[config.mk]
export PLATFORM = sky130hd
export DESIGN_NAME = mem_ctrl
export DESIGN_NICKNAME = d
export VERILOG_FILES = /design/src/rtl/mem_ctrl_pkg.sv /design/src/rtl/mem_ctrl.sv
export SDC_FILE = /design/constraint.sdc
export NUM_CORES = 1
export LEC_CHECK = 0
export BUFFER_PORTS_ARGS = -buffer_cell sky130_fd_sc_hd__buf_2
export CORE_MARGIN = 2
export CORE_UTILIZATION = 45
export DETAILED_ROUTE_END_ITERATION = 12
export GPL_TIMING_DRIVEN = 0
export HOLD_SLACK_MARGIN = 0.1
export PLACE_DENSITY = 0.69
export SETUP_SLACK_MARGIN = 0.1
export SYNTH_ARGS = -nofsm -noshare
export SYNTH_HDL_FRONTEND = slang
export SYNTH_SLANG_ARGS = --single-unit
[constraint.sdc]
create_clock -name clk -period 6.7 [get_ports clk]
set_clock_uncertainty 0.15 [all_clocks]
set_input_delay 0.335 -clock clk [delete_from_list [all_inputs] [get_ports clk]]
set_output_delay 0.335 -clock clk [all_outputs]
set_load 0.05 [all_outputs]
[src/rtl/mem_ctrl_pkg.sv]
// Shared types and helpers for the byte-serial RAM sequencer (mem_ctrl).
package mem_ctrl_pkg;

   typedef enum logic [1:0] {
      ST_IDLE  = 2'd0,
      ST_BUSY  = 2'd1,
      ST_DRAIN = 2'd2,
      ST_ACK   = 2'd3
   } state_t;

   localparam logic [1:0] LEN_BYTE = 2'b00;
   localparam logic [1:0] LEN_HALF = 2'b01;
   localparam logic [1:0] LEN_WORD = 2'b10;

   // Length code 11 is treated as a word.
   function automatic logic [2:0] len_bytes(input logic [1:0] len);
      case (len)
         LEN_BYTE: return 3'd1;
         LEN_HALF: return 3'd2;
         default:  return 3'd4;
      endcase
   endfunction

   function automatic logic misaligned(input logic [1:0] len, input logic [1:0] lsb);
      case (len)
         LEN_BYTE: return 1'b0;
         LEN_HALF: return lsb[0];
         default:  return |lsb;
      endcase
   endfunction

endpackage

[src/rtl/mem_ctrl.sv]
// Arbitrates IF and MEM ports onto a byte-wide 1-cycle-latency RAM, little-endian serial bytes.
// Optional MEMCTRL_MISALIGN_TRAP_EN: misaligned MEM half/word accesses ack at once with mem_err_o.
module mem_ctrl
   import mem_ctrl_pkg::*;
#(
   parameter int ADDR_WIDTH = 17,
   parameter int XLEN       = 32
) (
   input  logic                  clk,
   input  logic                  rst,
   input  logic                  if_req_i,
   input  logic [XLEN-1:0]       if_addr_i,
   output logic                  if_ack_o,
   output logic [XLEN-1:0]       if_data_o,
   input  logic                  mem_req_i,
   input  logic                  mem_we_i,
   input  logic [1:0]            mem_len_i,
   input  logic [XLEN-1:0]       mem_addr_i,
   input  logic [XLEN-1:0]       mem_data_i,
   output logic                  mem_ack_o,
   output logic [XLEN-1:0]       mem_data_o,
   output logic                  mem_err_o,
   output logic                  ram_we_o,
   output logic [ADDR_WIDTH-1:0] ram_addr_o,
   output logic [7:0]            ram_data_o,
   input  logic [7:0]            ram_data_i
);

   state_t                state, state_d;
   logic [2:0]            cnt, cnt_d, nb, nb_d, step;
   logic                  owner_mem, owner_mem_d, we, we_d;
   logic [XLEN-1:0]       base, base_d, wdata, wdata_d, asm, asm_d, asm_cap;
   logic [XLEN-1:0]       if_data_d, mem_data_d;
   logic                  ram_we_d;
   logic [ADDR_WIDTH-1:0] ram_addr_d;
   logic [7:0]            ram_data_d;
   logic [1:0]            cap_idx;
   logic                  err, err_d;

   // Byte arriving from RAM this cycle is the one addressed in the previous cycle.
   always_comb begin
      cap_idx = (state == ST_DRAIN) ? cnt[1:0] : cnt[1:0] - 2'd1;
      asm_cap = asm;
      asm_cap[{cap_idx, 3'b000} +: 8] = ram_data_i;
   end

   always_comb begin
      state_d     = state;
      cnt_d       = cnt;
      nb_d        = nb;
      owner_mem_d = owner_mem;
      we_d        = we;
      base_d      = base;
      wdata_d     = wdata;
      asm_d       = asm;
      if_data_d   = if_data_o;
      mem_data_d  = mem_data_o;
      ram_we_d    = 1'b0;
      ram_addr_d  = ram_addr_o;
      ram_data_d  = ram_data_o;
      err_d       = err;
      step        = cnt + 3'd1;
      case (state)
         ST_IDLE: begin
            if (mem_req_i || if_req_i) begin
               owner_mem_d = mem_req_i;
               base_d      = mem_req_i ? mem_addr_i : if_addr_i;
               nb_d        = mem_req_i ? len_bytes(mem_len_i) : 3'd4;
               we_d        = mem_req_i & mem_we_i;
               wdata_d     = mem_req_i ? mem_data_i : '0;
               asm_d       = '0;
               cnt_d       = 3'd0;
               err_d       = 1'b0;
               state_d     = ST_BUSY;
               ram_we_d    = mem_req_i & mem_we_i;
               ram_addr_d  = mem_req_i ? mem_addr_i[ADDR_WIDTH-1:0] : if_addr_i[ADDR_WIDTH-1:0];
               ram_data_d  = mem_req_i ? mem_data_i[7:0] : 8'h00;
`ifdef MEMCTRL_MISALIGN_TRAP_EN
               if (mem_req_i && misaligned(mem_len_i, mem_addr_i[1:0])) begin
                  err_d      = 1'b1;
                  mem_data_d = '0;
                  ram_we_d   = 1'b0;
                  state_d    = ST_ACK;
               end
`endif
            end
         end
         ST_BUSY: begin
            if (!we && cnt != 3'd0) asm_d = asm_cap;
            if (cnt == nb - 3'd1) begin
               state_d = we ? ST_ACK : ST_DRAIN;
            end else begin
               cnt_d      = step;
               ram_we_d   = we;
               ram_addr_d = ADDR_WIDTH'(base + XLEN'(step));
               ram_data_d = wdata[{step[1:0], 3'b000} +: 8];
            end
         end
         ST_DRAIN: begin
            asm_d = asm_cap;
            if (owner_mem) mem_data_d = asm_cap;
            else           if_data_d  = asm_cap;
            state_d = ST_ACK;
         end
         default: state_d = ST_IDLE;
      endcase
   end

   always_ff @(posedge clk) begin
      if (rst) begin
         state      <= ST_IDLE;
         cnt        <= '0;
         nb         <= '0;
         owner_mem  <= 1'b0;
         we         <= 1'b0;
         base       <= '0;
         wdata      <= '0;
         asm        <= '0;
         if_data_o  <= '0;
         mem_data_o <= '0;
         ram_we_o   <= 1'b0;
         ram_addr_o <= '0;
         ram_data_o <= '0;
         err        <= 1'b0;
      end else begin
         state      <= state_d;
         cnt        <= cnt_d;
         nb         <= nb_d;
         owner_mem  <= owner_mem_d;
         we         <= we_d;
         base       <= base_d;
         wdata      <= wdata_d;
         asm        <= asm_d;
         if_data_o  <= if_data_d;
         mem_data_o <= mem_data_d;
         ram_we_o   <= ram_we_d;
         ram_addr_o <= ram_addr_d;
         ram_data_o <= ram_data_d;
         err        <= err_d;
      end
   end

   assign if_ack_o  = (state == ST_ACK) && !owner_mem;
   assign mem_ack_o = (state == ST_ACK) && owner_mem;
`ifdef MEMCTRL_MISALIGN_TRAP_EN
   assign mem_err_o = mem_ack_o & err;
`else
   assign mem_err_o = 1'b0;
`endif

endmodule
# Word level (Yosys, flattened, before mapping)
# Index checks and enable logic that the tools add are counted.
[totals]
ff_bits = 181
wordCells = 76
out_inout_bits = 93
[op_classes]
n_shift = 3
bitwise = 2
reduce_logical = 17
add_sub_neg = 5
n_mux = 27
eq_ne = 9
[ops]
columns = ["op", "n"]
rows = [
  ["$mux W32", 3],
  ["$pmux W32 S3", 1],
  ["$mux W17", 4],
  ["$pmux W17 S2", 1],
  ["$bwmux W32", 1],
  ["$shift A8 B7 Y32 const A", 1],
  ["$shiftx A32 B6 Y8", 1],
  ["$shiftx A8 B7 Y32", 1],
  ["$mux W8", 3],
  ["$add A17 B3 Y17", 1],
  ["$pmux W8 S2", 1],
  ["$pmux W3 S2", 2],
  ["$mux W3", 3],
  ["$ne A2 B2 Y1 const B", 4],
  ["$reduce_and A2 Y1", 4],
  ["$neg A5 Y7", 1],
  ["$mux W2", 3],
  ["$pmux W2 S3", 1],
  ["$reduce_and A3 Y1", 2],
  ["$reduce_bool A3 Y1", 2],
  ["$eq A2 B1 Y1 const B", 2],
  ["$eq A2 B2 Y1 const B", 2],
  ["$logic_not A2 Y1", 2],
  ["$add A3 B1 Y3 const B", 1],
  ["11 further kinds", 16],
]

# Depth between registers and ports, before layout
[logic_depth]
depth_word = 7
depth_mapped = 15

# Worst setup path after synthesis
# OpenSTA, ideal clock, no wires.
[synth_timing]
kind = "register to register"
start = "register cnt[0]"
end = "register if_data_o[22]"
slack_ns = 3.331
path_stages_with_launch = 14
arrival_ns = 3.133
period_less_slack_ns = 3.369
path_cell_list = "dfxtp_1 buf_4 buf_1 inv_1 ha_1 buf_2 inv_1 o21a_1 ha_1 nor2_1 o21ai_1 buf_2 o22a_1 a211oi_1"
[synth_via]
elab_chain_cells = 5
[synth_lines]
columns = ["item", "line_no", "text"]
rows = [
  ["start, declared", "mem_ctrl.sv:30", "logic [2:0] cnt, cnt_d, nb, nb_d, step;"],
  ["start signal, assigned", "mem_ctrl.sv:127", "cnt <= cnt_d;"],
  ["$sub A2 B1 Y2", "mem_ctrl.sv:42", "cap_idx = (state == ST_DRAIN) ? cnt[1:0] : cnt[1:0] - 2'd1;"],
  ["$mux W2 *", "mem_ctrl.sv:42", ""],
  ["$neg A5 Y7 *", "mem_ctrl.sv:44", "asm_cap[{cap_idx, 3'b000} +: 8] = ram_data_i;"],
  ["$shiftx A8 B7 Y32 / $shift A8 B7 Y32 (equally long branches)", "mem_ctrl.sv:44", ""],
  ["$bwmux W32 *", "mem_ctrl.sv:44", ""],
  ["end signal, assigned", "mem_ctrl.sv:134", "if_data_o <= if_data_d;"],
  ["end, declared", "mem_ctrl.sv:14", "output logic [XLEN-1:0] if_data_o,"],
]
# Every way passes the cells marked *; elsewhere a longest branch is shown, timed or not.
# A chain may end at the register's enable or synchronous reset.

# Final worst setup path
[layout_timing]
start = "register cnt[0]"
end = "register if_data_o[23]"
# The elaborated chain is that of the path after synthesis.

==> results.md <==
- Adder-cell share of the synthesized area: 2.50%
- Vias in the first global route: around 7500
- Fraction of synthesized area in multiplexers: 6.39%
- Layout cells sized above 1: 20.5%
- Crit Reg-Reg Startpoint: cnt[0]
- Post-cts sizing count: 0
- Wire length per cell: 17.5 um
- Hold Path Origin: mem_len_i[1]
- CP required: 6.84 ns
- Setup TNS: 0 ns
- Post-Synth Simple-Gate Area: roughly 19%
- Design area: 10400 um^2
- Min Tclk post-route: 4.45 ns
- Via count: 7845
- Setup crit start kind: flop
- Final hold slack: 0.125 ns
- DR iter-0 viols: 675
- Number of buffers created by CTS: 17
- Met3 usage: under 10%
- H-Tree Level Count: 4
- R2r setup slk: 2.25 ns
- Area leader, netlist: dfxtp_1
- Xor and xnor area share after synthesis: 1.78%
- Die ar.: 19500 um^2
- Global routing's busiest layer: met2
- Worst Hold End: nb[1]
- Power density over the cells: 459 nW/um^2
- Unrepaired setup endpoints after global routing: no
- First-pass GRT wire length: 39.6 mm
- GRT overflow: 0
- Initial antenna violation count: 0
- Syn_nets: 1073
- Filler cells: 1649
- Yosys top cell area share: 43.7%
- Leakage power: 4.19 nW
- CP endpoint kind: flop
- Internal Dissipation: ~2.5 mW
- Synthesized area per cell: 8.77 um^2
- CTS sink cnt: 181
- Detail Placement HPWL: 17.6 mm
- Outcome: finished, final reports clean
- Placed instance area: 9440 um^2
- TritonCTS clock tree: yes
- Clock network power share: 20.8%
- DRC: 0
- Post-synth top cells: dfxtp_1 (181), nor2_1 (120), a211oi_1 (93)
- Worst-Skew Late Latency: approximately 0.44 ns
- Grt met1 use: between 30% and 40%
- Psw: between 2 and 2.5 mW
- Chip Height: around 140 um
- Placer Congestion: about 0.85
- Root buf cell: clkbuf_16
- CTS clk-pin slew, worst paths: 0.07 ns
- Core Region: roughly 18000 um^2
- Comb pwr share: 48.0%
- Slew margin rel.: 53.8%
- Final design utilization: 57.5%
- Reg2reg path depth: 13
- Synth top area cells: dfxtp_1 (44%), a211oi_1 (8.4%), nor2_1 (5.4%), a21oi_1 (4.5%), mux2i_1 (4.2%)
- Final wirelength: 24.7 mm
- Initial Util: 46.0%
- Largest family of logic cells by synthesized area: compound AO/OA/AOI/OAI gates
- EDFF count, synth: 0
- Post-layout nets: 1298
- Netlist cell types: 70
- DRT antenna net count: 0
- Row cnt: 49
- Endpoints failing setup: 0
- Hold depth: 4
- Slew Limit Fails: 0
- Hold Fails Final Rpt: 0
- #FFs+latches synth: approximately 180
- DIE WIDTH: 140 um
- Synth Area in Compound Gates: 21.0%
- CTS Buffer Depth: 2
- Slew at the pin closest to its max-slew limit: 0.694 ns
- Ports: 204
- Synth Instances: 946
- Max Freq: 0.225 GHz
- Seq pwr share: 31.2%
- Routed vias/inst: around 5.6
- Tightest Hold Check Type: input port to flop
- PortBufs: between 150 and 200
- Ant. Diodes: 0
- WP data arrival: around 4.6 ns
- Maximum fanout along the worst path: 10
- Async set-reset flop share out of synthesis: 0%
- Yosys warns: 0
- Max-cap viol count: 0
- Prevailing post-synth register cell: dfxtp_1
- CP Class: flop to flop
- Register area share after synthesis: ~44%
- Most frequent cell after synthesis: dfxtp_1
- RR Endpoint: if_data_o[23]
- Switching share of power: 46.9%
- Pre-Repair DR Iteration Count: 5
- Tcrit/Tclk final: 66.4%
- Pin count of the biggest net entering global routing: 18
- Tot GR Track Use: between 20% and 30%
- Mapped Area: 8300 um^2
- Worst vdd ir: roughly 0.23 mV
- Synth-to-layout area growth: 24.9%
- M2 GR Usage: 40.4%
## worst max path at each step
stage	startpoint	to	slack (ns)	cells past startpoint
detailed placement	cnt[0]	if_data_o[23]	2.31	13
CTS	cnt[0]	if_data_o[23]	2.27	13
global route	cnt[0]	asm[29]	2.00	13
finish	cnt[0]	if_data_o[23]	2.25	13
floorplan	cnt[0]	if_data_o[22]	3.33	13
global placement	cnt[0]	if_data_o[23]	2.37	13
## worst max-delay path, stage by stage, from the launching register on
cell and delay (ns):
dfxtp_1 0.34, buf_4 0.19, buf_1 0.55, inv_1 0.21, ha_1 0.48, buf_2 0.38, inv_1 0.17, o21a_1 0.22
ha_1 0.45, nor2_1 0.12, o21ai_1 0.31, buf_2 0.32, o22a_1 0.30, a211oi_1 0.10
## cell usage in the layout (no fill, tap or decap), types with 9 or more instances in the layout
cell type	Yosys	layout
a211oi_1	93	93
a21oi_1	75	75
a22oi_1	9	9
a32oi_1	9	9
and3_1	20	20
buf_1	11	11
buf_2	9	180
clkbuf_1	53	53
clkbuf_16	0	17
dfxtp_1	181	181
dlygate4sd3_1	0	35
ha_1	15	15
inv_1	22	22
mux2i_1	35	35
nand2_1	83	83
nand2b_1	25	25
nand3_1	37	37
nor2_1	120	120
nor2b_1	15	15
nor3_1	12	12
xnor2_1	9	9
## cells by family (layout without fill, tap and decap cells)
logic type,Yosys count,in the layout
AO/OA/AOI/OAI,243,243
XOR/XNOR,15,15
adder cells (fa/ha/maj),16,16
buffers and inverters,104,342
flip-flops,181,181
multiplexers,43,43
other,1,1
AND/OR/NAND/NOR,343,343
## per-layer routing
metal | share of wire, % | vias to the layer above
li1 | - | 3814
met2 | 47 | 249
met5 | 0 | -
met1 | 46 | 3754
met3 | 6.0 | 28
met4 | 1.4 | 0
## cell type report
cell class	count	area, um^2	share of cell area, %
inverter	23	86.3	0.833
clock buffer	17	425	4.11
tap	229	287	2.77
buffer	81	347	3.34
clock inverter	15	146	1.41
multi-input combinational	661	4240	40.9
timing repair buffer	206	1210	11.6
sequential	181	3620	35.0
## power by group through the flow
| stage | clock network [mW] | logic, mW | registers [mW] |
|---|---|---|---|
| 2_1_floorplan | 0 | 1.18 | 1.98 |
| 3_3_place_gp | 0 | 2.23 | 1.50 |
| 3_5_place_dp | 0 | 2.25 | 1.50 |
| 4_1_cts | 0.995 | 2.27 | 1.48 |
| 5_1_grt | 1.04 | 2.46 | 1.52 |
| 6_report | 0.986 | 2.28 | 1.48 |
## repair_timing
action                    CTS  global route
buffers inserted            0             0
hold endpoints to repair   37             0
hold buffers               35             0
## registers in the layout, indices dropped and copies added, names as in the netlist
name / flops
ram_addr_o: 17
wdata: 32
state: 2
cnt: 3
we: 1
owner_mem: 1
nb: 3
base: 17
ram_we_o: 1
ram_data_o: 8
mem_data_o: 32
asm: 32
if_data_o: 32
## stage by stage
stage | std cells | power [mW] | setup WS (ns)
floorplan | 946 | 3.16 | 3.33
global placement | 1346 | 3.73 | 2.37
detailed placement | 1346 | 3.75 | 2.31
CTS | 1413 | 4.75 | 2.27
global route | 1413 | 5.01 | 2.00
finish | 1413 | 4.75 | 2.25
Note: power is estimated with default switching activity, not from simulation.
